[src/rtl/ascensor_pkg.sv]
`default_nettype none
// ============================================================================
//  Module   : ascensor_pkg
//  Purpose  : Shared state encoding and default sizing for the elevator
//             controller and its request latch.
//  Revision : 1.0 - initial release
// ============================================================================
package ascensor_pkg;

    // Default sizing
    localparam int N_FLOORS_DEF     = 8;
    localparam int DOOR_TICKS_DEF   = 10;
    localparam int TRAVEL_TICKS_DEF = 4;

    // Width of the floor index port
    localparam int FLOOR_W = 3;

    // Controller state encoding
    localparam logic [1:0] ST_IDLE      = 2'd0;
    localparam logic [1:0] ST_DOOR_OPEN = 2'd1;
    localparam logic [1:0] ST_MOVE_UP   = 2'd2;
    localparam logic [1:0] ST_MOVE_DN   = 2'd3;

endpackage
`default_nettype wire

[src/rtl/req_latch.sv]
`default_nettype none
// ============================================================================
//  Module   : req_latch
//  Purpose  : Holds outstanding floor calls. A call is latched on any edge
//             its button is high and is cleared while the door is open at
//             that floor (clear beats set). Also reports whether a call
//             exists at, above or below a look-up floor.
//  Revision : 1.0 - initial release
// ============================================================================
module req_latch
    import ascensor_pkg::*;
#(
    parameter int N_FLOORS = N_FLOORS_DEF
) (
    input  logic                clk,
    input  logic                rst_n,
    input  logic [N_FLOORS-1:0] req,
    input  logic                clr_en,
    input  logic [FLOOR_W-1:0]  clr_floor,
    input  logic [FLOOR_W-1:0]  look_floor,
    output logic [N_FLOORS-1:0] pending,
    output logic                hit,
    output logic                any_above,
    output logic                any_below
);

    logic [N_FLOORS-1:0] clr;

    // One clear strobe per floor, active only for the floor being served
    generate
        for (genvar i = 0; i < N_FLOORS; i++) begin : g_clr
            assign clr[i] = clr_en && (int'(clr_floor) == i);
        end
    endgenerate

    // Pending register bank: set by button, clear has priority
    always_ff @(posedge clk or negedge rst_n) begin
        if (!rst_n) begin
            pending <= '0;
        end else begin
            pending <= (pending | req) & ~clr;
        end
    end

    // Classify outstanding calls relative to the look-up floor
    always_comb begin
        hit       = 1'b0;
        any_above = 1'b0;
        any_below = 1'b0;
        for (int i = 0; i < N_FLOORS; i++) begin
            if (pending[i]) begin
                if (i == int'(look_floor)) hit = 1'b1;
                if (i >  int'(look_floor)) any_above = 1'b1;
                if (i <  int'(look_floor)) any_below = 1'b1;
            end
        end
    end

endmodule
`default_nettype wire

[src/rtl/ascensor_ctrl.sv]
`default_nettype none
// ============================================================================
//  Module   : ascensor_ctrl
//  Purpose  : Single-car elevator controller. Drives an external 4-bit
//             load/count timer for door dwell and per-floor travel time,
//             serves latched calls with a keep-direction policy.
//  Revision : 1.0 - initial release
// ============================================================================
module ascensor_ctrl
    import ascensor_pkg::*;
#(
    parameter int N_FLOORS     = N_FLOORS_DEF,
    parameter int DOOR_TICKS   = DOOR_TICKS_DEF,
    parameter int TRAVEL_TICKS = TRAVEL_TICKS_DEF
) (
    input  logic                clk,
    input  logic                rst_n,
    input  logic [N_FLOORS-1:0] req,
    output logic                tmr_enb,
    output logic                tmr_modo,
    output logic [3:0]          tmr_data,
    input  logic [3:0]          tmr_q,
    output logic [FLOOR_W-1:0]  floor,
    output logic                dir_up,
    output logic                moving,
    output logic                door_open,
    output logic [N_FLOORS-1:0] pending
);

    localparam logic [FLOOR_W-1:0] TOP_FLOOR    = FLOOR_W'(N_FLOORS - 1);
    localparam logic [3:0]         DOOR_LIMIT   = 4'(DOOR_TICKS - 1);
    localparam logic [3:0]         TRAVEL_LIMIT = 4'(TRAVEL_TICKS - 1);

    logic [1:0]         state;
    logic [1:0]         state_nx;
    logic               arm;
    logic               enter;
    logic               dir_nx;
    logic [FLOOR_W-1:0] floor_nx;
    logic [3:0]         limit;
    logic               done;
    logic               hit;
    logic               any_above;
    logic               any_below;

    // The timer is stale on the first cycle of a state (arm), so it is only
    // trusted once the load issued by arm has landed.
    assign limit = (state == ST_DOOR_OPEN) ? DOOR_LIMIT : TRAVEL_LIMIT;
    assign done  = !arm && (tmr_q == limit);

    // Arrival floor: decisions at the end of a hop look at the new floor
    always_comb begin
        floor_nx = floor;
        if (done) begin
            if (state == ST_MOVE_UP && floor != TOP_FLOOR) begin
                floor_nx = floor + 1'b1;
            end else if (state == ST_MOVE_DN && floor != '0) begin
                floor_nx = floor - 1'b1;
            end
        end
    end

    req_latch #(
        .N_FLOORS (N_FLOORS)
    ) u_req_latch (
        .clk        (clk),
        .rst_n      (rst_n),
        .req        (req),
        .clr_en     (state == ST_DOOR_OPEN),
        .clr_floor  (floor),
        .look_floor (floor_nx),
        .pending    (pending),
        .hit        (hit),
        .any_above  (any_above),
        .any_below  (any_below)
    );

    // State register, arm flag, floor and direction
    always_ff @(posedge clk or negedge rst_n) begin
        if (!rst_n) begin
            state  <= ST_IDLE;
            arm    <= 1'b0;
            floor  <= '0;
            dir_up <= 1'b1;
        end else begin
            state  <= state_nx;
            arm    <= enter;
            floor  <= floor_nx;
            dir_up <= dir_nx;
        end
    end

    // Next-state decision; enter marks every state entry, including a
    // re-entry of MOVE at an intermediate floor, so the timer reloads.
    always_comb begin
        state_nx = state;
        dir_nx   = dir_up;
        enter    = 1'b0;
        case (state)
            ST_IDLE: begin
                if (hit) begin
                    state_nx = ST_DOOR_OPEN;
                    enter    = 1'b1;
                end else if (dir_up ? any_above : any_below) begin
                    state_nx = dir_up ? ST_MOVE_UP : ST_MOVE_DN;
                    enter    = 1'b1;
                end else if (dir_up ? any_below : any_above) begin
                    dir_nx   = !dir_up;
                    state_nx = dir_up ? ST_MOVE_DN : ST_MOVE_UP;
                    enter    = 1'b1;
                end
            end
            ST_DOOR_OPEN: begin
                if (done) begin
                    state_nx = ST_IDLE;
                    enter    = 1'b1;
                end
            end
            ST_MOVE_UP: begin
                if (done) begin
                    enter = 1'b1;
                    if (hit)            state_nx = ST_DOOR_OPEN;
                    else if (any_above) state_nx = ST_MOVE_UP;
                    else                state_nx = ST_IDLE;
                end
            end
            ST_MOVE_DN: begin
                if (done) begin
                    enter = 1'b1;
                    if (hit)            state_nx = ST_DOOR_OPEN;
                    else if (any_below) state_nx = ST_MOVE_DN;
                    else                state_nx = ST_IDLE;
                end
            end
            default: begin
                state_nx = ST_IDLE;
            end
        endcase
    end

    // Status flags and timer port decode
    always_comb begin
        moving    = (state == ST_MOVE_UP) || (state == ST_MOVE_DN);
        door_open = (state == ST_DOOR_OPEN);
        tmr_enb   = 1'b0;
        tmr_modo  = 1'b0;
        tmr_data  = 4'd0;
        if (arm) begin
            tmr_enb  = 1'b1;
            tmr_modo = 1'b1;
        end else if (state != ST_IDLE) begin
            tmr_enb  = 1'b1;
        end
    end

endmodule
`default_nettype wire

[config.mk]
export PLATFORM = sky130hd
export DESIGN_NAME = ascensor_ctrl
export DESIGN_NICKNAME = d
export VERILOG_FILES = /design/src/rtl/ascensor_pkg.sv /design/src/rtl/req_latch.sv /design/src/rtl/ascensor_ctrl.sv
export SDC_FILE = /design/constraint.sdc
export NUM_CORES = 1
export LEC_CHECK = 0
export ABC_AREA = 1
export ABC_CLOCK_PERIOD_IN_PS = 6200
export CAP_MARGIN = 20
export CORE_MARGIN = 3
export CORE_UTILIZATION = 52
export CTS_BUF_LIST = sky130_fd_sc_hd__clkbuf_16
export DETAILED_ROUTE_END_ITERATION = 16
export PLACE_DENSITY = 0.85
export SYNTH_ARGS = -nofsm -noshare
export SYNTH_HDL_FRONTEND = slang
export SYNTH_SLANG_ARGS = --single-unit
[constraint.sdc]
create_clock -name clk -period 6.2 [get_ports clk]
set_input_delay 1.24 -clock clk [delete_from_list [all_inputs] [get_ports clk]]
set_output_delay 1.24 -clock clk [all_outputs]
set_load 0.01 [all_outputs]
==> impl_metrics.json <==
{
  "cts_setup_buffers": 0,
  "place.gp.congestion": 0.9670,
  "avgSynthCellArea_um2": 6.969,
  "hold_viol": 0,
  "grt_pass1_vias": 1328,
  "cp_data_required_time_ns": 6.38,
  "dp_hpwl_um": 2651,
  "synth_seq_area_share_pct": 29.05,
  "worstHoldStart": "dir_up$_DFFE_PN1P_",
  "post_drt_wl_per_cell_um": 14.52,
  "skew_ns": 0.002944,
  "path_clk_slew_ns": 0.05,
  "first_iter_violations": 56,
  "worstSetupPathType": "in2reg",
  "drive_above_1_share_pct": 16.67,
  "synth-seq-cells": 15,
  "arrival_ns": 3.40,
  "rrSetupSlack_ns": 3.61,
  "diodes": 0,
  "crit_path_max_fanout": 6,
  "n_fill_cell": 180,
  "nets": 237,
  "ys_warn_count": 0,
  "drc": 0,
  "grtUsageTotal_pct": 24.27,
  "endpoint_kind": "register",
  "tightest_slew_ns": 0.7084,
  "fp.dieH_um": 55.93,
  "crit_path_end": "state[1]$_DFFE_PN0P_",
  "synthCells": 186,
  "setup_viol": 0,
  "grt_setup_unrepaired": "false",
  "synth_area_um2": 1296,
  "fin_cells": 244,
  "maxCapViolations": 0,
  "synthTopCellsByArea": "dfrtp_1, nand2_1, nand3_1",
  "regArea_um2": 376.6,
  "drt_wl_total_um": 3542,
  "first_pass_iters": 4,
  "grt_pass1_wl_um": 6051,
  "worstReg2RegEnd": "state[1]$_DFFE_PN0P_",
  "fmax_mhz": 311.0,
  "start_util_pct": 56.43,
  "cts.sinks": 15,
  "routed-via-count": 1399,
  "timing.final.crit_share_pct": 51.86,
  "antenna_found_initial": 0,
  "area_growth_pct": 28.96,
  "r2r_cells": 18,
  "die_area_um2": 3128,
  "fp-row-count": 17,
  "drv_slew": 0,
  "finalPower_mw": 0.7954,
  "numPortBuffers": 29,
  "grt_max_degree": 16,
  "timing.hold.ws_ns": 0.5703,
  "vias_per_cell": 5.734,
  "ant_nets": 0,
  "grt-ovfl-total": 0,
  "peakVddDrop_v": 0.0003067,
  "final.min_clock_period_ns": 3.215,
  "worst_hold_path_type": "reg2reg",
  "synth_top_cell_by_area": "dfrtp_1",
  "holdBufCountCts": 0,
  "clock_tree.root_cell": "clkbuf_16",
  "clk_latency_ns": 0.25,
  "clockBufferDepth": 2,
  "max_slew_margin_pct": 52.63,
  "synth_cell_types": 28,
  "placed_cells_incl_taps": 240,
  "die_x_um": 55.93,
  "yosysTopAreaCellShare_pct": 27.03,
  "start_kind": "primary input",
  "pin_count": 34,
  "core-area_um2": 2297,
  "htreeDepth": 1,
  "powerDensity_nw_per_um2": 475.8,
  "cts_resized": 0,
  "multiInputGateArea_um2": 824.5,
  "p_leak_nw": 0.8304,
  "outcome": "finished clean",
  "cts_buffers": 3,
  "tritoncts": "built",
  "r2r-start": "floor[0]$_DFF_PN0_",
  "setup_tns_ns": 0,
  "cp-startpoint": "tmr_q[3]"
}
area by class of cell:
cell class | instances | area share (%)
inverter | 17 | 3.892
clock buffer | 3 | 4.491
multi-input combinational | 151 | 49.33
clock inverter | 1 | 0.2994
tap | 28 | 2.096
timing repair buffer | 29 | 17.37
sequential | 15 | 22.53
cells in the final DEF (no fill, tap or decap):
master / synthesis / final
a21boi_2: 1 / 1
a21oi_1: 1 / 1
a31oi_1: 7 / 7
clkbuf_16: 0 / 3
clkdlybuf4s50_1: 0 / 29
clkinv_2: 1 / 2
conb_1: 1 / 4
dfrtp_1: 14 / 14
dfstp_2: 1 / 1
ha_1: 6 / 6
inv_1: 13 / 13
inv_2: 3 / 3
nand2_1: 61 / 61
nand2_2: 9 / 9
nand2_4: 5 / 5
nand2b_1: 1 / 1
nand3_1: 23 / 23
nand3_2: 2 / 2
nand3b_1: 1 / 1
nand4_1: 4 / 4
nor2_1: 13 / 13
nor2_2: 6 / 6
nor2_8: 1 / 1
nor3b_4: 1 / 1
o21ai_0: 2 / 2
o21ai_2: 1 / 1
o22a_1: 1 / 1
or2_2: 1 / 1
Yosys cell counts (all sizes together):
| cell type | instances |
|---|---|
| nand2 | 75 |
| nand3 | 25 |
| nor2 | 20 |
| inv | 16 |
| dfrtp | 14 |
| a31oi | 7 |
| ha | 6 |
| buf | 5 |
| nand4 | 4 |
| o21ai | 3 |
| a21boi | 1 |
| a21oi | 1 |
| clkbuf | 1 |
| clkinv | 1 |
| conb | 1 |
| dfstp | 1 |
| nand2b | 1 |
| nand3b | 1 |
| nor3b | 1 |
| o22a | 1 |
| or2 | 1 |
critical path: stages:
cell,delay (ns)
clkdlybuf4s50_1,0.48
inv_1,0.04
nor2_1,0.17
nand2_4,0.08
nand2_4,0.09
nand3_1,0.10
nand2_1,0.13
nand2_2,0.12
nand2_1,0.10
nand2_1,0.06
nand3_1,0.06
nand3_1,0.08
nand2b_1,0.18
nor2_2,0.18
nand2_1,0.07
nand2_1,0.08
nand2_1,0.05
nand2_1,0.08
cell families (layout without fill, tap and decap cells):
kind of cell | count (synthesis) | after routing | synth area share [%]
adder cells (fa/ha/maj) | 6 | 6 | 5.791
other | 1 | 4 | 0.2893
buffers and inverters | 23 | 50 | 8.204
flip-flops | 15 | 15 | 29.05
AO/OA/AOI/OAI | 13 | 13 | 6.756
AND/OR/NAND/NOR | 128 | 128 | 49.90
where the power goes:
group          leakage [nW]  total [mW]  switching (mW)  internal [mW]
combinational         0.629       0.485           0.296          0.189
sequential            0.161       0.183          0.0527          0.130
clock                0.0409       0.127          0.0412         0.0862
layer usage:
metal / vias to the layer above / wire (um) / GRT usage [%] / part of all wire, %
li1: 655 / - / - / -
met1: 618 / 1394 / 30.55 / 39
met2: 107 / 1688 / 40.03 / 48
met3: 19 / 312 / 2.784 / 8.8
met4: 0 / 146 / 13.90 / 4.1
met5: - / 0 / 0 / 0
registers in the layout (all words and copies together) (netlist names):
name	flops
arm	1
floor	3
u_req_latch.pending	8
dir_up	1
state	2
worst min path at each step:
stage	endpoint	slack [ns]	cells past startpoint
after global placement	dir_up$_DFFE_PN1P_	0.51	2
after floorplan	dir_up$_DFFE_PN1P_	0.51	2
final	dir_up$_DFFE_PN1P_	0.57	2
after global routing	dir_up$_DFFE_PN1P_	0.59	2
after detailed placement	dir_up$_DFFE_PN1P_	0.56	2
after CTS	dir_up$_DFFE_PN1P_	0.57	2
through the flow:
step	setup WS, ns	instance area, um2	util [%]
finish	2.985	1672	72.77
global route	2.711	1672	72.77
CTS	2.995	1672	72.77
detailed placement	2.796	1592	69.28
global placement	2.886	1592	69.28
floorplan	3.539	1308	-
(Power assumes the default switching activity.)
